===== src/rtl/arf_controller.sv =====
// arf_controller
// ---------------------------------------------------------------------------
// Sequencing controller for the PC / SP / AR address register file. It takes
// one command at a time over a valid/ready handshake and, for each command,
// drives the register-file controls in the order the register file needs:
// enables first, output select next, memory strobe once OutD carries the
// address. After reset it clears all three registers, loads SP with SP_INIT,
// and it refuses pushes and pops that would overflow or underflow the stack.
//
// Ports
//   clock      in   sole clock, rising edge
//   reset      in   synchronous, active-high
//   cmd_valid  in   command offered
//   cmd_ready  out  controller idle; accept on edge where valid && ready
//   cmd_op     in   000 FETCH, 001 PUSH, 010 POP, 011 JUMP,
//                   100 LDAR, 101 RDAR, 110 WRAR, 111 reserved
//   cmd_data   in   load value for JUMP / LDAR
//   alu_csel   in   OutC source request, re-registered as OutCSel
//   done       out  one-cycle pulse in the final cycle of a command
//   err        out  one-cycle pulse with done for a rejected command
//   mem_re     out  memory read strobe (address = register file OutD)
//   mem_we     out  memory write strobe (address = register file OutD)
//   RegSel     out  enables: bit0 PC, bit1 SP, bit2 AR
//   FunSel     out  00 dec, 01 inc, 10 load, 11 clear
//   OutCSel    out  register file OutC select (00 PC, 01 SP, 10 AR)
//   OutDSel    out  register file OutD select (00 PC, 01 SP, 10 AR)
//   arf_i      out  register file data input, {16'b0, value}
//   sp_depth   out  current stack occupancy
// ---------------------------------------------------------------------------
module arf_controller #(
    parameter logic [15:0] SP_INIT     = 16'hFFFF,
    parameter int          STACK_DEPTH = 256,
    parameter int          DEPTH_W     = 9
) (
    input  logic               clock,
    input  logic               reset,
    input  logic               cmd_valid,
    output logic               cmd_ready,
    input  logic [2:0]         cmd_op,
    input  logic [15:0]        cmd_data,
    input  logic [1:0]         alu_csel,
    output logic               done,
    output logic               err,
    output logic               mem_re,
    output logic               mem_we,
    output logic [2:0]         RegSel,
    output logic [1:0]         FunSel,
    output logic [1:0]         OutCSel,
    output logic [1:0]         OutDSel,
    output logic [31:0]        arf_i,
    output logic [DEPTH_W-1:0] sp_depth
);

    localparam logic [2:0] OP_FETCH = 3'b000;
    localparam logic [2:0] OP_PUSH  = 3'b001;
    localparam logic [2:0] OP_POP   = 3'b010;
    localparam logic [2:0] OP_JUMP  = 3'b011;
    localparam logic [2:0] OP_LDAR  = 3'b100;
    localparam logic [2:0] OP_RDAR  = 3'b101;
    localparam logic [2:0] OP_WRAR  = 3'b110;

    localparam logic [DEPTH_W-1:0] DEPTH_FULL = DEPTH_W'(STACK_DEPTH);

    // The state names the phase that the coming clock edge will issue onto
    // the registered outputs. The first command phase (S1) is issued by the
    // accept edge itself, straight out of IDLE, so only S2 and S3 need to be
    // remembered between edges.
    typedef enum logic [2:0] {
        INIT0,
        INIT1,
        IDLE,
        S2,
        S3
    } state_t;

    state_t     state;
    logic [2:0] op;

    // Single registered FSM. Every edge first returns the pulses and enables
    // to their idle values, then the current state overrides the outputs of
    // the phase it issues. FunSel and arf_i are left holding because they
    // are meaningless while RegSel is 000, and OutDSel must hold so the
    // register file keeps presenting the last selected address.
    always_ff @(posedge clock) begin
        if (reset) begin
            state     <= INIT0;
            op        <= 3'b000;
            cmd_ready <= 1'b0;
            done      <= 1'b0;
            err       <= 1'b0;
            mem_re    <= 1'b0;
            mem_we    <= 1'b0;
            RegSel    <= 3'b000;
            FunSel    <= 2'b00;
            OutCSel   <= 2'b00;
            OutDSel   <= 2'b00;
            arf_i     <= 32'h0;
            sp_depth  <= '0;
        end else begin
            OutCSel <= alu_csel;
            RegSel  <= 3'b000;
            mem_re  <= 1'b0;
            mem_we  <= 1'b0;
            done    <= 1'b0;
            err     <= 1'b0;

            case (state)
                INIT0: begin
                    RegSel <= 3'b111;
                    FunSel <= 2'b11;
                    state  <= INIT1;
                end

                INIT1: begin
                    RegSel   <= 3'b010;
                    FunSel   <= 2'b10;
                    arf_i    <= {16'h0, SP_INIT};
                    sp_depth <= '0;
                    state    <= IDLE;
                end

                // IDLE first raises cmd_ready for a cycle, which gives the
                // one-cycle idle gap between commands; an accept then issues
                // the S1 controls directly. Single-cycle commands stay in
                // IDLE, where the next edge raises cmd_ready again.
                IDLE: begin
                    if (!cmd_ready) begin
                        cmd_ready <= 1'b1;
                    end else if (cmd_valid) begin
                        cmd_ready <= 1'b0;
                        op        <= cmd_op;
                        case (cmd_op)
                            OP_FETCH: begin
                                OutDSel <= 2'b00;
                                state   <= S2;
                            end
                            OP_PUSH: begin
                                if (sp_depth == DEPTH_FULL) begin
                                    done <= 1'b1;
                                    err  <= 1'b1;
                                end else begin
                                    RegSel <= 3'b010;
                                    FunSel <= 2'b00;
                                    state  <= S2;
                                end
                            end
                            OP_POP: begin
                                if (sp_depth == '0) begin
                                    done <= 1'b1;
                                    err  <= 1'b1;
                                end else begin
                                    OutDSel <= 2'b01;
                                    state   <= S2;
                                end
                            end
                            OP_JUMP: begin
                                RegSel <= 3'b001;
                                FunSel <= 2'b10;
                                arf_i  <= {16'h0, cmd_data};
                                done   <= 1'b1;
                            end
                            OP_LDAR: begin
                                RegSel <= 3'b100;
                                FunSel <= 2'b10;
                                arf_i  <= {16'h0, cmd_data};
                                done   <= 1'b1;
                            end
                            OP_RDAR, OP_WRAR: begin
                                OutDSel <= 2'b10;
                                state   <= S2;
                            end
                            default: begin
                                done <= 1'b1;
                                err  <= 1'b1;
                            end
                        endcase
                    end
                end

                // PUSH selects SP only now, one cycle after its decrement
                // was enabled, so OutD shows the decremented address in S3.
                S2: begin
                    state <= S3;
                    case (op)
                        OP_FETCH: mem_re  <= 1'b1;
                        OP_PUSH:  OutDSel <= 2'b01;
                        OP_POP:   mem_re  <= 1'b1;
                        OP_RDAR: begin
                            mem_re <= 1'b1;
                            done   <= 1'b1;
                            state  <= IDLE;
                        end
                        OP_WRAR: begin
                            mem_we <= 1'b1;
                            done   <= 1'b1;
                            state  <= IDLE;
                        end
                        default: state <= IDLE;
                    endcase
                end

                S3: begin
                    state <= IDLE;
                    case (op)
                        OP_FETCH: begin
                            RegSel <= 3'b001;
                            FunSel <= 2'b01;
                            done   <= 1'b1;
                        end
                        OP_PUSH: begin
                            mem_we   <= 1'b1;
                            done     <= 1'b1;
                            sp_depth <= sp_depth + 1'b1;
                        end
                        OP_POP: begin
                            RegSel   <= 3'b010;
                            FunSel   <= 2'b01;
                            done     <= 1'b1;
                            sp_depth <= sp_depth - 1'b1;
                        end
                        default: ;
                    endcase
                end

                default: state <= INIT0;
            endcase
        end
    end

endmodule


===== config.mk =====
export PLATFORM = sky130hd
export DESIGN_NAME = arf_controller
export DESIGN_NICKNAME = d
export VERILOG_FILES = /design/src/rtl/arf_controller.sv
export SDC_FILE = /design/constraint.sdc
export NUM_CORES = 1
export LEC_CHECK = 0
export ABC_AREA = 1
export CORE_ASPECT_RATIO = 0.75
export CORE_MARGIN = 5
export CORE_UTILIZATION = 46
export CTS_CLUSTER_SIZE = 24
export DETAILED_ROUTE_END_ITERATION = 12
export PLACE_DENSITY = 0.81
export SLEW_MARGIN = 20
export SYNTH_ARGS = -nofsm -noshare
export SYNTH_HDL_FRONTEND = slang
export SYNTH_SLANG_ARGS = --single-unit

===== constraint.sdc =====
create_clock -name clock -period 2.14 [get_ports clock]
set_clock_uncertainty 0.2 [all_clocks]
set_input_delay 0.321 -clock clock [delete_from_list [all_inputs] [get_ports clock]]
set_output_delay 0.321 -clock clock [all_outputs]
set_load 0.1 [all_outputs]

# ---- Yosys cells after proc, flatten, opt, wreduce, memory -nomap -nowiden
# Index checks and enable logic that the tools add are counted.
dict set report totals {
  regBits 61
  latchBits 0
  ramBits 0
  mem_bits_ro 0
  out_inout_bits 55
  wordCells 116
  mem_count 0
}
dict set report classes {
  add_sub_neg 2
  n_mul 0
  n_div 0
  order_cmp 0
  n_eq_ne 26
  shifts 0
  n_mux 46
  bitwise_logic 4
  reduce_logical 25
}
# op count
set op_table {}
lappend op_table {{32-bit two-way mux} 3}
lappend op_table {{32-bit one-hot mux with 2 select lines} 1}
lappend op_table {{9-bit one-hot mux with 2 select lines} 2}
lappend op_table {{3-bit one-hot mux with 4 select lines} 2}
lappend op_table {{3-bit two-way mux} 7}
lappend op_table {{3-bit == test (second input constant)} 6}
lappend op_table {{2-bit two-way mux} 9}
lappend op_table {{3-bit one-hot mux with 3 select lines} 2}
lappend op_table {{3-bit by 2-bit == test with 1-bit output (second input constant)} 5}
lappend op_table {{2-bit one-hot mux with 2 select lines} 3}
lappend op_table {{6-bit AND reduction} 2}
lappend op_table {{2-bit OR reduction} 6}
lappend op_table {{1-bit two-way mux} 11}
lappend op_table {{2-bit != test (second input constant)} 5}
lappend op_table {{9-bit by 1-bit adder with 9-bit output (second input constant)} 1}
lappend op_table {{3-bit by 1-bit == test with 1-bit output (second input constant)} 3}
lappend op_table {{9-bit == test (second input constant)} 1}
lappend op_table {{3-bit zero test} 3}
lappend op_table {{9-bit zero test} 1}
lappend op_table {{3-bit != test (second input constant)} 3}
lappend op_table {{1-bit one-hot mux with 3 select lines} 3}
lappend op_table {{3-bit OR reduction} 3}
lappend op_table {{9-bit by 1-bit subtractor with 9-bit output (second input constant)} 1}
lappend op_table {{2-bit one-hot mux with 4 select lines} 1}
lappend op_table {{other kinds (14)} 19}

# ---- Depth between registers and ports, before layout
# Gate-level depths: netlist of run 1.
dict set report depth {
  ltp_word 6
  ltp_mapped 13
  ltp_nobuf 13
}

# ---- Worst setup path after synthesis of run 1
# Ideal clock, no wire load.
dict set report synth_path {
  path_type {register -> register}
  start {register cmd_ready}
  end {register arf_i[10]}
  arrival_time_ns 2.029
  required_ns 1.808
  slack_ns -0.221
  stages_incl_launch_ff 9
  period_less_slack_ns 2.361
  path_cell_list {dfxtp_1 nand2_1 nand3_1 nand2_1 a21oi_4 inv_2 buf_6 nand2_1 a21oi_1}
}
dict set report synth_between {
  elab_chain_len 2
}
# element line
set synth_rtl {}
lappend synth_rtl {{start: declaration} 38} ;# output logic cmd_ready,
lappend synth_rtl {{start signal: assignment} 88} ;# cmd_ready <= 1'b0;
lappend synth_rtl {{start signal: assignment} 128} ;# cmd_ready <= 1'b1;
lappend synth_rtl {{start signal: assignment} 130} ;# cmd_ready <= 1'b0;
lappend synth_rtl {{2-bit != test (no source line)} n/a}
lappend synth_rtl {{4-bit AND reduction (no source line)} n/a}
lappend synth_rtl {{end signal: assignment} 117} ;# arf_i <= {16'h0, SP_INIT};
lappend synth_rtl {{end signal: assignment} 159} ;# arf_i <= {16'h0, cmd_data};
lappend synth_rtl {{end signal: assignment} 165} ;# arf_i <= {16'h0, cmd_data};
lappend synth_rtl {{end: declaration} 50} ;# output logic [31:0] arf_i,
# No other way between the ends.
# A chain may end at the register's enable or synchronous reset.

# ---- Final worst setup path of run 1
dict set report layout_path {
  start {register op[0]}
  end {register sp_depth[7]}
}
dict set report layout_between {
  elab_chain_len 3
}
# element line
set layout_rtl {}
lappend layout_rtl {{start: declaration} 77} ;# logic [2:0] op;
lappend layout_rtl {{start signal: assignment} 131} ;# op <= cmd_op;
lappend layout_rtl {{3-bit by 2-bit == test with 1-bit output or 3-bit by 1-bit == test with 1-bit output (tied branches)} 204} ;# case (op)
lappend layout_rtl {{9-bit one-hot mux with 2 select lines or 3-bit != test (tied branches)} n/a}
lappend layout_rtl {{9-bit one-hot mux with 2 select lines or 2-bit AND reduction (tied branches)} n/a}
lappend layout_rtl {{end signal: assignment} 213} ;# sp_depth <= sp_depth + 1'b1;
lappend layout_rtl {{end signal: assignment} 219} ;# sp_depth <= sp_depth - 1'b1;
lappend layout_rtl {{end: declaration} 51} ;# output logic [DEPTH_W-1:0] sp_depth
# Several ways; a longest one is shown, not always the timed one.

==> metrics, run 1 <==
Fmax 505 MHz; area grow syn2layout 30.7%; First-pass DRT Iterations 5; Commonest cells post-synth nand2_1 (83), dfxtp_1 (45), a21oi_1 (38), inv_1 (36), nor2_1 (35); crit path kind reg -> reg; total congestion overflow 0; post-synthesis mux area share 0%; pins over their slew limit 0; area share of the largest cell type after synthesis 37.3%; Worst Hold Launch arf_i[3]$_SDFFE_PP0P_; Root Buffer clkbuf_8; maxcap violations 0; antenna viol nets, final 0; 1st-iter DRT viols ~200; Post-synth EDFFs 0; grt met3 use 5.36%; Post-Layout Cell Count 497; CP required 2170 ps; Synth Flop Type dfxtp_1; endpoint class of the critical path flop; row count 22; asr flop ratio synth 0%; busiest grt layer met2; Initial Utilization 48.5%; Top Ports 79; synthesis-stage register bit count 45; DRC violations left 0; status finished, final reports clean; synth top area cells dfxtp_1 (37%), nand2_1 (13%), a21oi_1 (7.9%), inv_1 (5.6%), nor2_1 (5.4%); TritonCTS clock tree built; Final Util 63.4%; period utilization 92.5%; RD Place Congestion between 0.9 and 1; Distinct cells, synth 31; CTS sink count 45; vias in the first global route 2198; nets between 400 and 500; HPWL after DPL 4.68 mm; number of port buffers 62; pin count of the biggest net entering global routing 22; Clock transition at path regs roughly 80 ps; compound-gate portion of the synthesized area roughly 15%; WL/cell 12.6 µm; die width 93.7 µm; H-tree levels 2; Num CTS Buffers 5; clk_lat worst skew 300 ps; worst r2r src op[0]$_SDFFE_PP0P_; critical path peak fanout 4; vias 2431; DRT Wirelength 6.24 mm; WP data arrival 2010 ps; met2 usage 26.7%; Core Box Area between 4000 and 5000 µm²; Setup WS pre-CTS 23.5 ps; Min-Delay Path Class reg -> reg; share of layout cells above drive strength 1 20.5%; M1 GR Usage between 20% and 30%; largest family of logic cells by synthesized area simple AND/OR/NAND/NOR gates; post-route setup slack 160 ps; Avg Cell Area, Syn 6.90 µm²; Die H 72.8 µm; xor-xnor portion of the synthesized cell area 1.09%; VDD IR max between 0.0004 and 0.0005 V; placed cell count 486; Setup TNS Final 0 ps; die area 6820 µm²; Total Routing Usage GR between 10% and 20%; Synth Area in Adders ~4.5%; crit path from op[0]$_SDFFE_PP0P_; sequential fraction of the synthesis area 37.3%; final setup fails 0; leakage power approximately 1.6 nW; Via-to-Cell Ratio 4.89; first-pass GRT wire length 9.76 mm; Synth area leader dfxtp_1; antenna violations before repair 0; Hold WS 269 ps; Final Hold Fails 0; most frequent cell after synthesis nand2_1; min Tclk post-route ~2000 ps; cells after synthesis 350; clock buffer depth 2; Startpoint Class flop; warnings from Yosys 0; RSZ-0062 raised after global routing false; Synth Area in Simple Gates between 20 and 30%; Antenna Cells 0; Power Density slightly above 900 nW/µm²; Mapped Area 2420 µm²
report_power, final:
part | total [mW] | switching (mW) | internal, mW
Clock | 0.548 | 0.286 | 0.262
Combinational | 1.40 | 1.10 | 0.296
Sequential | 1.00 | 0.0618 | 0.940
path summary, 6_finish.rpt:
path	endpoint	slack, ps	cells after the start
min reg2reg	arf_i[3]$_SDFFE_PP0P_	270	2
max	sp_depth[7]$_SDFFE_PP0P_	160	12
max reg2reg	sp_depth[7]$_SDFFE_PP0P_	160	12
min	arf_i[3]$_SDFFE_PP0P_	270	2
state kept, by name, summed over array words and instances (netlist names), 2 cells and up:
signal / count
op: 3
arf_i: 16
FunSel: 2
RegSel: 3
OutCSel: 2
state: 3
sp_depth: 9
OutDSel: 2
critical path: stages, from the launching register on:
cell and delay [ps]:
dfxtp_2 370, nor2_2 50, nand2_2 130, clkinvlp_4 160, buf_4 160, ha_1 260, nand3_1 80, nand2_1 100
nand2_1 100, nand2_1 60, nand2_1 50, nand3_1 70, a21oi_1 130
through the flow:
stage	cell area, µm²	power (mW)
floorplan	2480	2.16
global placement	3030	2.40
detailed placement	3030	2.42
CTS	3120	2.96
global route	3160	3.08
finish	3160	2.95
final cells by class:
| cell class | count | area (µm²) |
|---|---|---|
| clock buffer | 6 | 82.6 |
| clock inverter | 2 | 13.8 |
| fill | 458 | 1830 |
| inverter | 40 | 153 |
| multi-input combinational | 256 | 1260 |
| sequential | 45 | 915 |
| tap | 72 | 90.1 |
| timing repair buffer | 75 | 633 |
| timing repair inverter | 1 | 7.51 |
what timing repair did:
action	4_1_cts	5_1_grt
buffers inserted	0	2
hold buffers	0	0
gates resized for setup	1	6
endpoints found under the setup margin	2	5
gates cloned	0	1
routing by layer:
metal	vias to the layer above	wire length (µm)
met4	0	44
met3	6	539
met5	-	0
met1	1085	3000
met2	89	2650
li1	1251	-
kinds of logic (layout without fill, tap and decap cells):
kind of cell,count (synthesis),count (layout)
fa+ha+maj,8,8
xor+xnor,3,3
flops,45,45
other cells,1,16
buf+inv,64,124
compound gates,67,67
simple gates,162,162
cells in the final DEF (no fill, tap or decap), drive strengths merged, types with 6 or more instances in the layout:
cell	count
a21oi	39
clkdlybuf4s50	23
conb	16
o21ai	20
nand4	6
dfxtp	45
ha	7
nor2	39
nand2	84
clkbuf	6
inv	40
nand3	25
buf	52
No activity file was read; power rests on OpenSTA's default activity.
==> run 2, diff against run 1 <==
Settings changed: CORE_UTILIZATION 46 to 50, CTS_CLUSTER_DIAMETER set to 200, HOLD_SLACK_MARGIN set to 0.06, PLACE_DENSITY 0.81 to 0.87.
Clock period 2.14 ns to 2.3 ns, I/O delays scaled along.
==> metrics, run 2 (synthesized netlist as in run 1, its figures left out) <==
worst path cell trace nor2_1, nand2_2, inv_4, ha_1, nand2_1, nand2_1, inv_1, nor2_1, nor2_1, nand2_1, nand2_1, nand3_1, a21oi_1 (was nor2_2, nand2_2, clkinvlp_4, buf_4, ha_1, nand3_1, nand2_1, nand2_1, nand2_1, nand2_1, nand3_1, a21oi_1); Core Box Area 4570 µm² (was 4980 µm²); row count 21 (was 22); Crit-path slowest cell dfxtp_1 (was dfxtp_2); crit path kind reg -> reg (unchanged); DRT Wirelength 6.07 mm (was 6.24 mm); Reg-to-Reg End sp_depth[7]$_SDFFE_PP0P_ (unchanged); critical path's most frequent cell nand2_1 (unchanged); Post-Layout Cell Count 472 (was 497); Largest regs arf_i x16, sp_depth x9 (unchanged); Top Ports 79 (unchanged); share of layout cells above drive strength 1 15.7% (was 20.5%); WP data arrival 2100 ps (was 2010 ps); commonest non-fill, non-tap cell in the layout nand2_1 (unchanged); Biggest register arf_i (unchanged); Startpoint Class flop (unchanged); Crit path largest cell delay 330 ps (was 370 ps); first-pass GRT wire length 10.1 mm (was 9.76 mm); post-route setup slack 230 ps (was 160 ps); WL/cell 12.9 µm (was 12.6 µm); DRC violations left 0 (unchanged); 1st-iter DRT viols 149 (was 198); placed cell count 464 (was 486); CP required 2330 ps (was 2170 ps); Root Buffer clkbuf_8 (unchanged); clock buffer depth 2 (unchanged); H-tree levels 2 (unchanged); critical path peak fanout 9 (was 4); CTS sink count 45 (unchanged); Total Routing Usage GR 18.9% (was 17.4%); number of port buffers 62 (unchanged); die area 6340 µm² (was 6820 µm²); r2r setup slk 230 ps (was 160 ps); Multi-input gate area 1260 µm² (about the same); Worst Hold Depth 2 (unchanged); vias in the first global route 2224 (was 2198); most frequent cells in the layout nand2_1 (82), dfxtp_1 (44), buf_4 (43), a21oi_1 (38) (was nand2_1 (82), buf_4 (51), a21oi_1 (38), inv_1 (35)); pin count of the biggest net entering global routing 21 (was 22); Via-to-Cell Ratio 5.04 (was 4.89); max reg flops 16 (unchanged); Fill cells 419 (was 458); min Tclk post-route 2070 ps (was 1980 ps); maxcap violations 0 (unchanged); total power 2.82 mW (was 2.95 mW); nets 446 (was 456); Sequential Area 902 µm² (was 915 µm²); worst r2r src op[2]$_SDFFE_PP0P_ (was op[0]$_SDFFE_PP0P_); antenna viol nets, final 0 (unchanged); antenna violations before repair 0 (unchanged); Fmax 483 MHz (was 505 MHz); HPWL after DPL 4.65 mm (was 4.68 mm); clk_lat worst skew 300 ps (about the same); WP buf/inv 2 (unchanged); Hold WS 271 ps (was 269 ps); endpoint class of the critical path flop (unchanged); Setup WS pre-CTS 86.3 ps (was 23.5 ps); R2R depth 13 (was 12); Die H 70.2 µm (was 72.8 µm); Power Density 924 nW/µm² (was 934 nW/µm²); Num CTS Buffers 5 (unchanged); postcts setup bufs 0 (unchanged); TritonCTS clock tree built (unchanged); VDD IR max 0.000615 V (was 0.000436 V); Crit path max-delay family simple AND/OR/NAND/NOR gates (unchanged); Antenna Cells 0 (unchanged); Final Hold Fails 0 (unchanged); period utilization 90.0% (was 92.5%); RD Place Congestion 0.865 (was 0.936); RSZ-0062 raised after global routing false (unchanged); Clock transition at path regs 90 ps (was 80 ps); die width 90.3 µm (was 93.7 µm); area grow syn2layout 26.3% (was 30.7%); First-pass DRT Iterations 4 (was 5); hold worst-path end arf_i[2]$_SDFFE_PP0P_ (was arf_i[3]$_SDFFE_PP0P_); Setup TNS Final 0 ps (unchanged); final setup fails 0 (unchanged); Min-Delay Path Class reg -> reg (unchanged); status finished, final reports clean (unchanged); total congestion overflow 0 (unchanged); vias 2380 (was 2431); Worst Hold Launch arf_i[2]$_SDFFE_PP0P_ (was arf_i[3]$_SDFFE_PP0P_); pins over their slew limit 0 (unchanged); leakage power 1.50 nW (was 1.55 nW); Initial Utilization 52.8% (was 48.5%)
-- run 2: worst max-delay path by stage --
stage,from,endpoint,cells past startpoint,slack [ps]
final,op[2]$_SDFFE_PP0P_,sp_depth[7]$_SDFFE_PP0P_,13,230
after detailed placement,op[2]$_SDFFE_PP0P_,sp_depth[7]$_SDFFE_PP0P_,13,90
after CTS,op[2]$_SDFFE_PP0P_,sp_depth[7]$_SDFFE_PP0P_,13,60
after global routing,op[2]$_SDFFE_PP0P_,sp_depth[7]$_SDFFE_PP0P_,13,20
after global placement,cmd_op[0],arf_i[3]$_SDFFE_PP0P_,7,160
after floorplan,sp_depth[4]$_SDFFE_PP0P_,sp_depth[7]$_SDFFE_PP0P_,9,40
-- run 2: metrics by stage --
step	utilization, %	cell area [µm²]
6_report	66.7	3050
5_1_grt	66.7	3050
4_1_cts	66.6	3050
3_5_place_dp	64.1	2930
3_3_place_gp	64.1	2930
2_1_floorplan	-	2470
-- run 2: worst reg2reg max path, delay by kind of cell, from the launching register on --
kind / cells / cell delay, ps
AO/OA/AOI/OAI: 1 / 140
buffers and inverters: 2 / 210
flip-flops: 1 / 330
AND/OR/NAND/NOR: 9 / 810
adder cells (fa/ha/maj): 1 / 310
-- run 2: power breakdown --
group,internal [mW],switching [mW],total [mW]
logic,0.266,1.02,1.29
clock network,0.325,0.274,0.599
registers,0.875,0.0565,0.931
total,1.47,1.35,2.82
-- run 2: routing by layer --
layer	up-vias	GRT usage (%)	routed length [µm]
met4	0	5.12	46
met2	85	31.0	2770
met3	5	4.94	465
met5	-	0	0
met1	1054	24.8	2790
li1	1236	-	-
-- run 2: layout make-up --
type | instances | area share [%]
clock buffer | 5 | 2.26
clock inverter | 3 | 1.52
multi-input combinational | 256 | 41.2
timing repair buffer | 66 | 18.1
tap | 57 | 2.34
inverter | 40 | 5.00
sequential | 45 | 29.6
-- run 2: what timing repair did --
action,4_1_cts,5_1_grt
hold buffers,0,0
resized for setup,0,3
endpoints found under the setup margin,0,6
==> run 3, diff against run 2 <==
Settings changed: HOLD_SLACK_MARGIN 0.06 to 0.03.
==> results of run 3 <==
Same layout as run 2: the final DEF is identical, and so are final timing and power.
